## src/rtl/imem_pkg.sv

```systemverilog
// Shared types and constants for the instruction-memory responder.
// Optional feature macro: IMEM_PARITY_EN (adds one even-parity bit per stored word).
package imem_pkg;

    localparam int DEF_ADDR_W  = 8;
    localparam int DEF_INSTR_W = 9;

`ifdef IMEM_PARITY_EN
    localparam int PAR_W = 1;
`else
    localparam int PAR_W = 0;
`endif

    typedef enum logic {
        S_LOAD = 1'b0,
        S_RUN  = 1'b1
    } state_t;

    typedef struct packed {
        logic                  valid;
        logic [DEF_ADDR_W-1:0] pc;
    } stage_t;

    // Even parity: the stored bit makes the total number of ones even.
    function automatic logic even_parity(input logic [DEF_INSTR_W-1:0] data);
        return ^data;
    endfunction

endpackage

```

## src/rtl/imem_ram.sv

```systemverilog
// Single-port program RAM: written during program load, read synchronously while running.
// The word width includes the parity bit when IMEM_PARITY_EN is defined (chosen by the parent).
module imem_ram #(
    parameter int ADDR_W = 8,
    parameter int DATA_W = 9
) (
    input  logic              clk,
    input  logic              rst_n,
    input  logic              we,
    input  logic              re,
    input  logic [ADDR_W-1:0] addr,
    input  logic [DATA_W-1:0] wdata,
    output logic [DATA_W-1:0] rdata
);

    logic [DATA_W-1:0] mem [2**ADDR_W];

    // Storage array is deliberately not reset so the program survives a reset.
    always_ff @(posedge clk) begin
        if (we) begin
            mem[addr] <= wdata;
        end
    end

    // Read register only updates on an accepted fetch so it holds during stalls.
    always_ff @(posedge clk or negedge rst_n) begin
        if (!rst_n) begin
            rdata <= '0;
        end else if (re) begin
            rdata <= mem[addr];
        end
    end

endmodule

```

## src/rtl/imem_responder.sv

```systemverilog
// Instruction-memory responder: LOAD/RUN control, fixed-latency fetch pipeline,
// stall hold and branch flush. Optional macro: IMEM_PARITY_EN (sticky parity check).
module imem_responder
    import imem_pkg::*;
#(
    parameter int ADDR_W  = DEF_ADDR_W,
    parameter int INSTR_W = DEF_INSTR_W,
    parameter int LAT     = 2
) (
    input  logic               f_clk,
    input  logic               rst_n,
    input  logic               req_i,
    input  logic [ADDR_W-1:0]  pc_i,
    output logic               ready_o,
    input  logic               flush_i,
    input  logic               stall_i,
    output logic               instr_valid_o,
    output logic [INSTR_W-1:0] instr_o,
    output logic [ADDR_W-1:0]  instr_pc_o,
    input  logic               ld_en_i,
    input  logic [ADDR_W-1:0]  ld_addr_i,
    input  logic [INSTR_W-1:0] ld_data_i,
    input  logic               ld_done_i,
    output logic               run_o,
    output logic               parity_err_o
);

    localparam int RAM_W = INSTR_W + PAR_W;

    state_t             state;
    state_t             next_state;
    logic               accept;
    logic               ram_we;
    logic [ADDR_W-1:0]  ram_addr;
    logic [RAM_W-1:0]   ram_wdata;
    logic [RAM_W-1:0]   ram_rdata;
    logic [RAM_W-1:0]   out_data;
    stage_t             stg [LAT];

    // State register; only reset brings the block back to LOAD.
    always_ff @(posedge f_clk or negedge rst_n) begin
        if (!rst_n) begin
            state <= S_LOAD;
        end else begin
            state <= next_state;
        end
    end

    // Next-state logic: end of program load moves to RUN, RUN is terminal.
    always_comb begin
        next_state = state;
        if (state == S_LOAD && ld_done_i) begin
            next_state = S_RUN;
        end
    end

    assign run_o    = (state == S_RUN);
    assign ready_o  = run_o && !stall_i;
    assign accept   = req_i && ready_o;
    assign ram_we   = (state == S_LOAD) && ld_en_i;
    assign ram_addr = run_o ? pc_i : ld_addr_i;

`ifdef IMEM_PARITY_EN
    assign ram_wdata = {even_parity(ld_data_i), ld_data_i};
`else
    assign ram_wdata = ld_data_i;
`endif

    imem_ram #(
        .ADDR_W (ADDR_W),
        .DATA_W (RAM_W)
    ) u_ram (
        .clk   (f_clk),
        .rst_n (rst_n),
        .we    (ram_we),
        .re    (accept),
        .addr  (ram_addr),
        .wdata (ram_wdata),
        .rdata (ram_rdata)
    );

    // Valid/pc pipeline: flush kills everything in flight but still admits the branch target.
    always_ff @(posedge f_clk or negedge rst_n) begin
        if (!rst_n) begin
            for (int k = 0; k < LAT; k++) begin
                stg[k] <= '0;
            end
        end else if (flush_i) begin
            stg[0].valid <= accept;
            if (accept) begin
                stg[0].pc <= pc_i;
            end
            for (int k = 1; k < LAT; k++) begin
                stg[k].valid <= 1'b0;
            end
        end else if (!stall_i) begin
            stg[0].valid <= accept;
            if (accept) begin
                stg[0].pc <= pc_i;
            end
            for (int k = 1; k < LAT; k++) begin
                stg[k] <= stg[k-1];
            end
        end
    end

    if (LAT == 1) begin : g_nodly
        assign out_data = ram_rdata;
    end else begin : g_dly
        logic [RAM_W-1:0] dly [1:LAT-1];

        // Data delay line behind the RAM read register; frozen while stalled.
        always_ff @(posedge f_clk or negedge rst_n) begin
            if (!rst_n) begin
                for (int k = 1; k < LAT; k++) begin
                    dly[k] <= '0;
                end
            end else if (!stall_i) begin
                dly[1] <= ram_rdata;
                for (int k = 2; k < LAT; k++) begin
                    dly[k] <= dly[k-1];
                end
            end
        end

        assign out_data = dly[LAT-1];
    end

    assign instr_valid_o = stg[LAT-1].valid;
    assign instr_pc_o    = stg[LAT-1].pc;
    assign instr_o       = out_data[INSTR_W-1:0];

`ifdef IMEM_PARITY_EN
    logic par_bad;
    logic par_sticky;

    assign par_bad = stg[LAT-1].valid &&
                     (even_parity(out_data[INSTR_W-1:0]) != out_data[INSTR_W]);

    // Sticky error flag; the live term lets the flag show in the same cycle as the bad word.
    always_ff @(posedge f_clk or negedge rst_n) begin
        if (!rst_n) begin
            par_sticky <= 1'b0;
        end else if (par_bad) begin
            par_sticky <= 1'b1;
        end
    end

    assign parity_err_o = par_sticky | par_bad;
`else
    assign parity_err_o = 1'b0;
`endif

endmodule
```

## config.mk

```make
export PLATFORM = sky130hd
export DESIGN_NAME = imem_responder
export DESIGN_NICKNAME = d
export VERILOG_FILES = /design/src/rtl/imem_pkg.sv /design/src/rtl/imem_ram.sv /design/src/rtl/imem_responder.sv
export SDC_FILE = /design/constraint.sdc
export NUM_CORES = 2
export LEC_CHECK = 0
export ABC_AREA = 1
export CAP_MARGIN = 10
export CORE_UTILIZATION = 58
export CTS_CLUSTER_SIZE = 14
export DETAILED_ROUTE_END_ITERATION = 12
export GPL_TIMING_DRIVEN = 0
export HOLD_SLACK_MARGIN = 0.02
export PLACE_DENSITY_LB_ADDON = 0.3
export REMOVE_ABC_BUFFERS = 1
export SYNTH_ARGS = -nofsm -noshare
export SYNTH_HDL_FRONTEND = slang
export SYNTH_SLANG_ARGS = --single-unit
```

## constraint.sdc

```tcl
create_clock -name f_clk -period 3.1 [get_ports f_clk]
set_input_delay 0.62 -clock f_clk [delete_from_list [all_inputs] [get_ports f_clk]]
set_output_delay 0.62 -clock f_clk [all_outputs]
set_load 0.1 [all_outputs]
```

==> flow_metrics.env <==
export IMPL_drc=0
export IMPL_netlist_area_um2=97400
export IMPL_crit_path_max_fanout=9
export IMPL_max_vdd_ir_drop_mv=0.669
export IMPL_ios=53
export IMPL_max_freq_ghz=0.276
export IMPL_violations="setup timing"
export IMPL_worstSetupPathType="reg -> reg"
export IMPL_async_flop_share=0.0158
export IMPL_first_iter_violations=11500
export IMPL_synth_area_leaders="edfxtp_1 71%, nand2_1 20%, nor2_1 2.5%"
export IMPL_yosysWarnings=0
export IMPL_grt_pass1_vias=66700
export IMPL_ant_nets=0
export IMPL_die_area_um2=170000
export IMPL_fin_crit_sh=1.17
export IMPL_hp_class="in -> reg"
export IMPL_hold_viol_final=0
export IMPL_synth_area_leader_cell="edfxtp_1"
export IMPL_syn_inst=9302
export IMPL_clkPwrFrac=0.397
export IMPL_p_comb_frac=0.086
export IMPL_p_leak_nw=46.5
export IMPL_insertion_delay_ps=880
export IMPL_dp_hpwl_mm=148
export IMPL_end_kind="flop"
export IMPL_sw_frac_of_total=0.240
export IMPL_vias=72500
export IMPL_io_buffers=51
export IMPL_synth_cell_type_count=23
export IMPL_dp_cells=11200
export IMPL_cts_buffer_depth=3
export IMPL_areaGrowthSynthToFinish_pct=21.3
export IMPL_avgSynthCellArea_um2=10.5
export IMPL_critPathArrivalTime_ps=4160
export IMPL_fin_nets=9616
export IMPL_avgViaCountPerCell=6.06
export IMPL_die_h_um=412
export IMPL_diodes=0
export IMPL_maxCapViolations=0
export IMPL_synth_edff_count=2304
export IMPL_cts_root_buf="clkbuf_16"
export IMPL_p_int_mw=51.3
export IMPL_fin_hold_ws_ps=169
export IMPL_crit_required_ps=3630
export IMPL_slew_headroom=0.299
export IMPL_wl_mm=312
export IMPL_finalSetupTns_ps=-382370
export IMPL_worst_clock_skew_ps=47.2
export IMPL_fp_row_count=150
export IMPL_yosys_most_used_dff="edfxtp_1"
export IMPL_drt_pass1_iterations=9
export IMPL_slew_viol_final=0
export IMPL_power_switching_mw=16.2
export IMPL_setup_viol=1980
export IMPL_drive_gt1_frac=0.149
export IMPL_place_congestion=0.836
export IMPL_core_area_um2=167000
export IMPL_critPathLaunchType="flop"
export IMPL_seq_area_frac_synth=0.720
export IMPL_floorplan_initialDensity=0.584
export IMPL_synth_top_area_frac=0.710
export IMPL_antenna_found_initial=4
export IMPL_tightest_slew_ps=1050
export IMPL_p_per_area_nw_per_um2=571
export IMPL_grt_max_degree=151
export IMPL_wl_per_cell_um=26.0
export IMPL_cts_tree="done"
export IMPL_cts_clk_slew_worst_paths_ps=60
export IMPL_finalNonFillerCells=12000
export IMPL_synth_seq_cells=2341
export IMPL_n_fill_cell=10300
export IMPL_grt_pass1_wl_mm=414
export IMPL_outcome="complete, but fails checks"
export IMPL_die_w_um=412
export IMPL_seqPwrFrac=0.517
export IMPL_cts_sinks=2341
export IMPL_rsz0062_at_grt="true"
export IMPL_overflow=0
export IMPL_finalWorstSetupSlack_ps=-527
export IMPL_numCtsBuffers=223
export IMPL_grt_usage=0.331
export IMPL_timing_final_crit_period_ps=3630
export IMPL_htreeDepth=4
[placed cells by master, fill, tap and decap left out, types with 19 or more instances in the layout]
master	Yosys	routed
dfrtp_1	37	36
edfxtp_1	2304	2304
nor2_4	5	323
nand2_1	5276	5134
clkinv_2	0	41
nor2_1	649	221
a21oi_1	19	19
buf_4	17	136
buf_16	0	78
clkinv_1	3	49
clkbuf_16	0	280
nand3_2	0	22
clkdlybuf4s50_1	0	39
clkbuf_1	141	60
nand2_2	3	105
nand3_1	391	367
buf_12	0	154
inv_1	59	50
bufbuf_16	0	31
nor2_2	3	126
nand2_4	3	36
[layout make-up]
type,count,area [um^2],area share
well taps,2204,2760,0.0233
clock inverters,123,1180,0.00999
repair inverters,2,22.5,0.000191
clock buffers,287,5870,0.0497
repair buffers,524,9430,0.0798
inverters,72,332,0.00281
flip-flops and latches,2341,70100,0.594
multi-input cells,6420,28400,0.241
[synth_stat cells, types with 3 or more instances]
cell type,instances
inv_2,10
dfrtp_1,37
inv_1,59
nor2_4,5
clkinv_1,3
buf_6,3
edfxtp_1,2304
nor2_2,3
o21ai_2,5
buf_4,17
nand2_2,3
nand2_1,5276
nand3_1,391
buf_2,308
a21oi_1,19
clkbuf_1,141
nor2_1,649
o21ai_1,25
nand2_4,3
o21ai_0,18
buf_1,21
[registers in the layout, indices dropped and copies added (netlist names)]
signal	count
u_ram.mem	2304
instr_o	9
stg	9
u_ram.rdata	9
instr_pc_o	8
instr_valid_o	1
run_o	1
[per-layer routing]
metal  up-vias  wire [um]  track usage
met5         -         27            0
met4         4      21100        0.179
met3      1241      46100       0.0847
met2      5713     140000        0.514
met1     34400     104000        0.428
li1      31200          -            -
[critical path, cell delays in order, from the launching register on]
cell and delay [ps]:
dfrtp_2 440, buf_6 130, nand2_4 60, o21ai_4 80, buf_12 140, buf_16 140, buf_16 140, buf_16 140
buf_16 150, nor2_4 200, buf_12 170, inv_1 140, nor2_1 490, inv_1 430, nor2_4 420
[metrics by stage]
step / util / setup WS [ps] / total power [mW] / cell area (um^2)
2_1_floorplan: - / -21020 / 38.4 / 95100
3_3_place_gp: 0.589 / -59990 / 41.3 / 98300
3_5_place_dp: 0.606 / -3990 / 39.9 / 101000
4_1_cts: 0.674 / -640 / 66.3 / 112000
5_1_grt: 0.708 / -502 / 68.8 / 118000
6_report: 0.708 / -527 / 67.5 / 118000
[power by group through the flow]
stage	Clock [mW]	Sequential [mW]	Combinational, mW
2_1_floorplan	0	35.8	2.60
3_3_place_gp	0	35.9	5.33
3_5_place_dp	0	35.5	4.35
4_1_cts	26.6	34.9	4.85
5_1_grt	27.9	34.9	6.01
6_report	26.8	34.9	5.78
[path summary, 6_finish.rpt]
| path | start | end | slack, ps | depth (start not counted) |
|---|---|---|---|---|
| setup / recovery | run_o$_DFFE_PN0P_ | u_ram.mem[165][4]$_DFFE_PP_ | -530 | 14 |
| hold / removal | ld_data_i[4] | u_ram.mem[79][4]$_DFFE_PP_ | 170 | 1 |
| setup reg to reg | run_o$_DFFE_PN0P_ | u_ram.mem[165][4]$_DFFE_PP_ | -530 | 14 |
| hold reg to reg | instr_pc_o[1]$_DFFE_PN0P_ | instr_pc_o[1]$_DFFE_PN0P_ | 480 | 2 |
| max in group asynchronous | rst_n | run_o$_DFFE_PN0P_ | 2150 | 3 |
| min in group asynchronous | rst_n | instr_o[2]$_DFFE_PN0N_ | 270 | 2 |
[kinds of logic (layout without fill, tap and decap cells)]
kind of cell | after synthesis | count (layout) | share of synthesized area
AO/OA/AOI/OAI | 67 | 68 | 0.00364
buffers and inverters | 562 | 1008 | 0.0265
flip-flops | 2341 | 2341 | 0.720
other | 1 | 1 | 0.0000385
AND/OR/NAND/NOR | 6331 | 6351 | 0.250
[timing repair]
| action | in CTS | in global routing |
|---|---|---|
| endpoints found under the hold margin | 15 | 0 |
| hold buffers | 1 | 0 |
| pin swaps | 58 | 236 |
| setup endpoints to repair | 2321 | 2320 |
| buffers inserted | 91 | 169 |
| cloned | 49 | 75 |
| resized for setup | 535 | 498 |
(Power assumes the default switching activity.)
